--- config.mk ---
export PLATFORM = sky130hd
export DESIGN_NAME = ahb2_apb_bridge
export DESIGN_NICKNAME = d
export VERILOG_FILES = /design/src/rtl/ahb2_apb_bridge.sv
export SDC_FILE = /design/constraint.sdc
export NUM_CORES = 1
export LEC_CHECK = 0
export CAP_MARGIN = 10
export CORE_MARGIN = 3
export CORE_UTILIZATION = 41
export CTS_CLUSTER_DIAMETER = 30
export DETAILED_ROUTE_END_ITERATION = 10
export PLACE_DENSITY = 0.92
export SLEW_MARGIN = 25
export SYNTH_ARGS = -nofsm -noshare
export SYNTH_HDL_FRONTEND = slang
export SYNTH_SLANG_ARGS = --single-unit
--- constraint.sdc ---
create_clock -name hclk -period 2.9 [get_ports hclk]
set_clock_uncertainty 0.2 [all_clocks]
set_input_delay 0.58 -clock hclk [delete_from_list [all_inputs] [get_ports hclk]]
set_output_delay 0.58 -clock hclk [all_outputs]
set_load 0.05 [all_outputs]
--- src/rtl/ahb2_apb_bridge.sv ---
// rtl/ahb2_apb_bridge.sv - AHB2 slave to AMBA2 APB bridge
//
// Converts each accepted AHB NONSEQ/SEQ transfer into one APB SETUP+ACCESS
// pair and holds hreadyo low until the APB access completes. Illegal sizes
// and misaligned addresses get a two-cycle ERROR response, and no APB access
// is issued for them.
//
// Ports:
//   hclk, hreset_n          clock, asynchronous active-low reset
//   hsel, haddr, htrans,    AHB address phase (slave side, after decoder/mux)
//   hwrite, hsize, hburst,
//   hprot, hreadyi
//   hwdata                  AHB write data (data phase)
//   hrdata, hreadyo, hresp  AHB data-phase response (OKAY/ERROR only)
//   paddr, psel, penable,   APB master side
//   pwrite, pwdata, prdata

module ahb2_apb_bridge #(
    parameter int PADDR_W = 16
) (
    input  logic               hclk,
    input  logic               hreset_n,
    input  logic               hsel,
    input  logic [31:0]        haddr,
    input  logic [1:0]         htrans,
    input  logic               hwrite,
    input  logic [2:0]         hsize,
    input  logic [2:0]         hburst,
    input  logic [3:0]         hprot,
    input  logic [31:0]        hwdata,
    input  logic               hreadyi,
    output logic [31:0]        hrdata,
    output logic               hreadyo,
    output logic [1:0]         hresp,
    output logic [PADDR_W-1:0] paddr,
    output logic               psel,
    output logic               penable,
    output logic               pwrite,
    output logic [31:0]        pwdata,
    input  logic [31:0]        prdata
);

    localparam logic [1:0] RESP_OKAY  = 2'b00;
    localparam logic [1:0] RESP_ERROR = 2'b01;

    typedef enum logic [2:0] {
        S_IDLE,
        S_WCAP,
        S_SETUP,
        S_ACCESS,
        S_RESP,
        S_ERR1,
        S_ERR2
    } state_e;

    state_e               state_q, state_d;
    logic                 hreadyo_q;
    logic [1:0]           hresp_q;
    logic [31:0]          hrdata_q;
    logic                 psel_q;
    logic                 penable_q;
    logic                 pwrite_q;
    logic [PADDR_W-1:0]   paddr_q;
    logic [31:0]          pwdata_q;

    logic                 accept_window;
    logic                 accept;
    logic                 size_err;
    logic                 take_legal;

    // hburst/hprot are intentionally ignored; upper haddr bits never reach APB.
    logic                 unused_ok;
    assign unused_ok = &{1'b0, hburst, hprot, haddr};

    // A new address phase can only be sampled while this slave drives
    // hreadyo=1, i.e. in IDLE, RESP and ERR2.
    assign accept_window = (state_q == S_IDLE) || (state_q == S_RESP) || (state_q == S_ERR2);
    assign accept        = hsel && hreadyi && htrans[1];

    always_comb begin
        size_err = 1'b0;
        if (hsize > 3'b010) begin
            size_err = 1'b1;
        end else if (hsize == 3'b001 && haddr[0]) begin
            size_err = 1'b1;
        end else if (hsize == 3'b010 && haddr[1:0] != 2'b00) begin
            size_err = 1'b1;
        end
    end

    assign take_legal = accept_window && accept && !size_err;

    always_comb begin
        state_d = S_IDLE;
        case (state_q)
            S_WCAP:   state_d = S_SETUP;
            S_SETUP:  state_d = S_ACCESS;
            S_ACCESS: state_d = S_RESP;
            S_ERR1:   state_d = S_ERR2;
            default: begin
                if (accept) begin
                    if (size_err) begin
                        state_d = S_ERR1;
                    end else if (hwrite) begin
                        state_d = S_WCAP;
                    end else begin
                        state_d = S_SETUP;
                    end
                end
            end
        endcase
    end

    // Outputs are registered from the next state so they change cleanly with
    // the state register and reset asynchronously with it.
    always_ff @(posedge hclk or negedge hreset_n) begin
        if (!hreset_n) begin
            state_q   <= S_IDLE;
            hreadyo_q <= 1'b1;
            hresp_q   <= RESP_OKAY;
            hrdata_q  <= '0;
            psel_q    <= 1'b0;
            penable_q <= 1'b0;
            pwrite_q  <= 1'b0;
            paddr_q   <= '0;
            pwdata_q  <= '0;
        end else begin
            state_q   <= state_d;
            hreadyo_q <= (state_d == S_IDLE) || (state_d == S_RESP) || (state_d == S_ERR2);
            hresp_q   <= ((state_d == S_ERR1) || (state_d == S_ERR2)) ? RESP_ERROR : RESP_OKAY;
            psel_q    <= (state_d == S_SETUP) || (state_d == S_ACCESS);
            penable_q <= (state_d == S_ACCESS);

            // Rejected transfers leave the APB address/direction untouched so
            // the peripheral bus keeps its last legal values.
            if (take_legal) begin
                paddr_q  <= haddr[PADDR_W-1:0];
                pwrite_q <= hwrite;
            end

            // WCAP is the AHB data phase of a write: hwdata is valid here.
            if (state_q == S_WCAP) begin
                pwdata_q <= hwdata;
            end

            if (state_q == S_ACCESS && !pwrite_q) begin
                hrdata_q <= prdata;
            end
        end
    end

    assign hreadyo = hreadyo_q;
    assign hresp   = hresp_q;
    assign hrdata  = hrdata_q;
    assign psel    = psel_q;
    assign penable = penable_q;
    assign pwrite  = pwrite_q;
    assign paddr   = paddr_q;
    assign pwdata  = pwdata_q;

endmodule

Word-level counts from Yosys, hierarchy flattened --
Cells that the tools add are included. Widths: inputs -> output; s select.
Cells by class: $add $sub $neg 0, multipliers 0, div/mod/pow operators 0, magnitude comparators 1, equality and inequality tests 13, shifts and indexed selects 0, multiplexer cells 8, bitwise gates (word level) 0, reductions and logical operators 18
Operators with widths (count):
- $eq 3x3->1 const B | 6
- $eq 3x2->1 const B | 5
- $pmux 3 s4 | 1
- $logic_and 1x1->1 | 7
- $eq 3x1->1 const B | 2
- $logic_not 3->1 | 2
- $logic_or 1x1->1 | 6
- $mux 3 | 2
- $mux 1 | 4
- $gt 3x2->1 const B | 1
- $logic_not 1->1 | 2
- $mux 2 | 1
- $reduce_bool 2->1 | 1
Storage, ports and cells: bits in registers 88, bits in latches 0, RAM bits 0, bits in read-only memories 0, input bits 113, output and inout port bits 86, word-level logic and storage cells 49, memories kept 0

Longest topological paths before layout --
Gate-level depths: netlist (run 1).
depth in word-level cells 11, depth in mapped cells 6, depth with buffers taken out 4

Worst setup path before layout (run 1) --
No wires, ideal clock.
kind input -> register, from in haddr[1], to reg paddr_q[10] (netlist: paddr[10]), setup time 0.125 ns, arrival 1.752 ns, required time 2.575 ns, slack 0.823 ns, stages 6, cell sequence nor3_1 > o21bai_1 > or3_1 > buf_6 > buf_12 > mux2_4
On the way: cells in the longest elaborated chain, start to end 7
Ends and longest elaborated chain:
- start: declaration | RTL line 24 | input logic [31:0] haddr,
- $reduce_bool 2->1 | RTL line 86 | end else if (hsize == 3'b010 && haddr[1:0] != 2'b00) begin
- $logic_and 1x1->1 | RTL line 86
- $mux 1 | RTL line 86
- $mux 1 | RTL line 84 | end else if (hsize == 3'b001 && haddr[0]) begin
- $mux 1 | RTL line 82 | if (hsize > 3'b010) begin
- $logic_not 1->1 | RTL line 91 | assign take_legal = accept_window && accept && !size_err;
- $logic_and 1x1->1 | RTL line 91
- end signal: assignment | RTL line 137 | paddr_q <= haddr[PADDR_W-1:0];
- end: declaration | RTL line 63 | logic [PADDR_W-1:0] paddr_q;
No other way between the ends. A chain may end at the register's enable or synchronous reset.

Worst setup path in the final report (run 1) --
from reg hreadyo_q (netlist: hreadyo), to out hreadyo
RTL lines:
- start: declaration | RTL line 57 | logic hreadyo_q;
- start signal: assignment | RTL line 129 | hreadyo_q <= (state_d == S_IDLE) || (state_d == S_RESP) || (state_d == S_ERR2);
- end: declaration | RTL line 33 | output logic hreadyo,
No word-level cell between the ends.

==> results of run 1 <==
[cells by family (layout without fill, tap and decap cells)]
logic type / Yosys count / after routing / share of synthesized area
buf+inv: 10 / 194 / 0.0214
xor+xnor: 1 / 1 / 0.00258
mux: 81 / 81 / 0.279
compound gates: 6 / 6 / 0.00957
other cells: 1 / 1 / 0.00110
flops: 88 / 88 / 0.648
simple gates: 20 / 20 / 0.0376
[cell type report]
class                   count  area (um2)  area share
clock buffers              12         145      0.0267
clock inverters             4        53.8     0.00990
inverters                   1        3.75    0.000690
multi-input cells         109        1130       0.208
flip-flops and latches     88        2200       0.405
well taps                 102         128      0.0235
repair buffers            177        1770       0.326
[power breakdown]
| part | total, W | switching, W | internal (W) |
|---|---|---|---|
| Combinational | 0.00455 | 0.00280 | 0.00175 |
| Clock | 0.000841 | 0.000417 | 0.000424 |
| Sequential | 0.00218 | 0.000329 | 0.00185 |
| Total | 0.00757 | 0.00354 | 0.00402 |
[final timing paths]
kind,startpoint,endpoint,depth (start not counted)
max in group asynchronous,hreset_n,hreadyo,2
worst min-delay path,hreset_n,hrdata[9],1
worst max-delay path,hreadyo,hreadyo,1
worst max register to register,state_q[2],paddr[15],5
worst min register to register,pwdata[6],pwdata[6],1
min in group hclk,pwdata[6],pwdata[6],1
[flip-flops by register name, indices dropped and copies added (netlist names)]
name     cells
psel         1
penable      1
hreadyo      1
state_q      3
pwrite       1
hresp        1
pwdata      32
paddr       16
hrdata      32
[through the flow]
stage	worst slack (ps)	cell area, um2	power, W
after floorplan	823	3400	0.00519
after global placement	319	5240	0.00668
after detailed placement	242	5240	0.00681
after CTS	430	5440	0.00766
after global routing	401	5440	0.00794
final	458	5440	0.00757
[synthesized netlist by cell type, types with 2 or more instances]
cell / count / area [um2]
nor2_1: 4 / 15.0
dfrtp_1: 87 / 2180
buf_2: 6 / 30.0
o21ai_0: 3 / 15.0
a21oi_1: 2 / 10.0
or3_1: 2 / 12.5
nor3_1: 2 / 10.0
mux2_4: 10 / 150
nand2b_1: 2 / 12.5
mux2_2: 71 / 800
nand2_1: 3 / 11.3
[routing by layer]
layer	part of all wire	GRT usage	vias up
li1	-	-	1079
met1	0.38	0.212	1146
met2	0.52	0.312	110
met3	0.083	0.0591	7
met4	0.0099	0.0562	0
met5	0	0	-
==> results.yml, run 1 <==
setup_path:
  critPathTopFamily: "buffers and inverters"
  critPathBufInv: 1
  worstSetupEndpointType: "primary output"
  cp.required_ps: 2120
  crit_type: "reg -> out"
  cp_cell_sequence: "clkdlybuf4s50_1"
  arrival_ps: 1660
  cp-start-kind: "register"
  rrSetupSlack_ps: 980
  crit_path_top_delay_cell: "clkdlybuf4s50_1"
  cp_max_fo: 1
  cpPeakStageDelay_ps: 810
drt:
  drc: 0
  vias: 2342
  routed_wl_mm: 8.09
  dr.pass1.iters: 4
  antenna_left: 0
  wl_per_cell_um: 16.4
  vias_per_cell: 4.75
  drt_iter0_drc: 62
cts:
  cts_resized: 0
  htree_num_levels: 3
  cts_tree: "done"
  numCtsBuffers: 9
  cts_buffer_depth: 2
  cts_root_buffer: "clkbuf_8"
  post_cts_buffers: 0
  path_clk_slew_ps: 80
  cts_sinks: 88
  clock_latency_ps: 330
  ctsHoldBuffers: 0
sta:
  fmaxAchievable_mhz: 409
  fin_crit_sh: 0.842
  max_slew_margin: 0.598
  hold_slack_ps: 36.4
  fin_setup_tns_ps: 0
  setup_viol: 0
  rsz0062_at_grt: "no"
  report.final.hold_viol_count: 0
  min_period_ps: 2440
  tightestPinTransition_ps: 603
  finalMaxSlewViolations: 0
logic_synthesis:
  synthFlopType: "dfrtp_1"
  synthArstFlopShare: 1.00
  yosys_warnings: 0
  syn_avg_cell_area_um2: 16.4
  synth_nets: 320
  syn_area_um2: 3400
  synth-seq-area-share: 0.648
  synth_cells: 207
  synth_cell_types: 26
  synth_seq_cells: 88
  synth_edf_count: 0
layout:
  n_fill_cell: 579
  diodes: 0
  layout.cells.most_common: "clkdlybuf4s50_1"
  final_core_util: 0.689
  layout.nets: 499
  syn_to_final_growth_pct: 60.0
  layout_common_cells: "clkdlybuf4s50_1 (172), dfrtp_1 (87), mux2_2 (71), mux2_4 (10), clkbuf_8 (10)"
  layout.cells.non_filler: 493
  drive_above_1_share: 0.276
outcome:
  outcome: "completed"
global_route:
  track_usage: 0.180
  antenna_found_initial: 0
  grt_pass1_wl_mm: 13.5
  grt_pass1_vias: 2644
  grt_start_max_net_pins: 48
  grt_remaining_overflow: 0
job:
  drv_cap: 0
die:
  fp.dieH_um: 97.0
  core_area_um2: 7890
  rows: 32
  ios: 199
  dieWidth_um: 97.0
  start_util: 0.431
  die-area_um2: 9420
min_path:
  hp-class: "in -> async"
placed_design:
  io_buffers: 173
  dpl.hpwl_mm: 6.27
  dp_cells: 477
  gp_congestion: 0.803
pwr:
  p_leak_nw: 2.30
  ir_drop_uv: 658
  cellPowerDensity_nw_per_um2: 1390
Power figures use the tool's default switching activity.
==> run 2: changes to the inputs <==
CORE_UTILIZATION = 38   (was 41)
PLACE_DENSITY = 0.87   (was 0.92)
clock period = 2.4 ns   (was 2.9 ns; I/O delays follow)
==> run 2 against run 1 <==
  * Via count decreased by 0.60%
  * Sequential cell count unchanged
  * Setup slack got worse by 340 ps
  * Final cell count rose by 1.4%
  * Core utilization is 3.9 points lower
  * Critical path type unchanged
  * Count of clock-buffer cells in the layout stayed put
  * Combinational power grew 21%
  * Critical endpoint is now pwrite
  * Routed wire length is 0.41% lower
  * Clock power increased by 37%
  * Design area rose by 1.2%
  * Die area rose by 7.4%
  * Highest routed layer unchanged
  * Worst hold slack better by 270 ps
==> results.yml, run 2 (synthesized netlist as in run 1, its figures left out) <==
outcome:
  outcome: "completed"
global_route:
  grt_remaining_overflow: 0
  grt_pass1_vias: 2579
  track_usage: 0.164
  grt_pass1_wl_mm: 13.1
  grt_start_max_net_pins: 52
  antenna_found_initial: 0
pwr:
  ir_drop_uv: 787
  p_leak_nw: 2.33
  cellPowerDensity_nw_per_um2: 1690
cts:
  cts_tree: "done"
  cts_buffer_depth: 2
  ctsHoldBuffers: 1
  path_clk_slew_ps: 90
  cts_root_buffer: "clkbuf_8"
  htree_num_levels: 3
  cts_sinks: 88
  clock_latency_ps: 330
  cts_resized: 0
  post_cts_buffers: 0
  numCtsBuffers: 9
sta:
  tightestPinTransition_ps: 546
  max_slew_margin: 0.635
  setup_viol: 0
  fmaxAchievable_mhz: 439
  min_period_ps: 2280
  fin_crit_sh: 0.950
  report.final.hold_viol_count: 0
  finalMaxSlewViolations: 0
  rsz0062_at_grt: "no"
  setup_ws_ps: 121
drt:
  drc: 0
  routed_wl_mm: 8.06
  dr.pass1.iters: 4
  vias_per_cell: 4.66
  antenna_left: 0
  drt_iter0_drc: 27
  vias: 2328
  wl_per_cell_um: 16.1
die:
  die-area_um2: 10100
  start_util: 0.401
  fp.dieH_um: 101
  core_area_um2: 8460
  rows: 33
  dieWidth_um: 101
  ios: 199
setup_path:
  arrival_ps: 1600
  r2r_cells: 4
  critPathBufInv: 1
  crit_path_top_delay_cell: "clkdlybuf4s50_1"
  cp_cell_sequence: "clkdlybuf4s50_1"
  cp.depth: 1
  worstSetupEndpointType: "primary output"
  cp.required_ps: 1720
  cp_max_fo: 3
  critPathTopFamily: "buffers and inverters"
  cp-start-kind: "register"
  cpPeakStageDelay_ps: 850
  crit_type: "reg -> out"
placed_design:
  io_buffers: 173
  gp_congestion: 0.757
  place_ws_ps: -34.8
  dpl.hpwl_mm: 6.24
layout:
  layout.nets: 503
  drive_above_1_share: 0.286
  syn_to_final_growth_pct: 61.9
  layout.cells.most_common: "clkdlybuf4s50_1"
  final_core_util: 0.650
  n_fill_cell: 645
  diodes: 0
  layout_common_cells: "clkdlybuf4s50_1 (171), dfrtp_1 (87), mux2_2 (71), clkbuf_8 (11), mux2_4 (10)"
min_path:
  hp-class: "in -> async"
job:
  drv_cap: 0
## run 2: through the flow
step | setup TNS [ps] | hold WS [ps] | cells | area [um2] | total power, W
floorplan | 0 | -15.6 | 207 | 3400 | 0.00628
global placement | 0 | 95.6 | 483 | 5260 | 0.00809
detailed placement | -211 | 95.3 | 483 | 5260 | 0.00823
CTS | 0 | 272 | 500 | 5500 | 0.00940
global route | 0 | 295 | 500 | 5500 | 0.00973
finish | 0 | 303 | 500 | 5500 | 0.00929
## run 2: cell type report
cell class                 instances  area [um2]  area share
clock buffer                      12         155      0.0282
clock inverter                     4        76.3      0.0139
inverter                           1        3.75    0.000682
multi-input combinational        109        1130       0.206
sequential                        88        2200       0.400
tap                              105         131      0.0239
timing repair buffer             181        1800       0.327
## run 2: path summary, 6_finish.rpt
path | startpoint | endpoint | slack [ps]
setup / recovery | pwrite | pwrite | 120
hold / removal | hreset_n | pwdata[2] | 300
setup reg to reg | state_q[2] | hrdata[24] | 480
hold reg to reg | paddr[1] | paddr[1] | 310
max in group asynchronous | hreset_n | hrdata[7] | 1110
min in group hclk | paddr[1] | paddr[1] | 310
## run 2: power by group
| group | internal, W | leakage, nW | switching, W |
|---|---|---|---|
| registers | 0.00224 | 1.07 | 0.000399 |
| logic | 0.00211 | 1.16 | 0.00339 |
| clock network | 0.000646 | 0.113 | 0.000501 |
## run 2: routing by layer
| metal | GRT usage | part of all wire | vias up |
|---|---|---|---|
| met5 | 0 | 0 | - |
| met4 | 0.0497 | 0.0078 | 0 |
| met3 | 0.0547 | 0.087 | 7 |
| met2 | 0.294 | 0.53 | 97 |
| met1 | 0.186 | 0.37 | 1143 |
| li1 | - | - | 1081 |
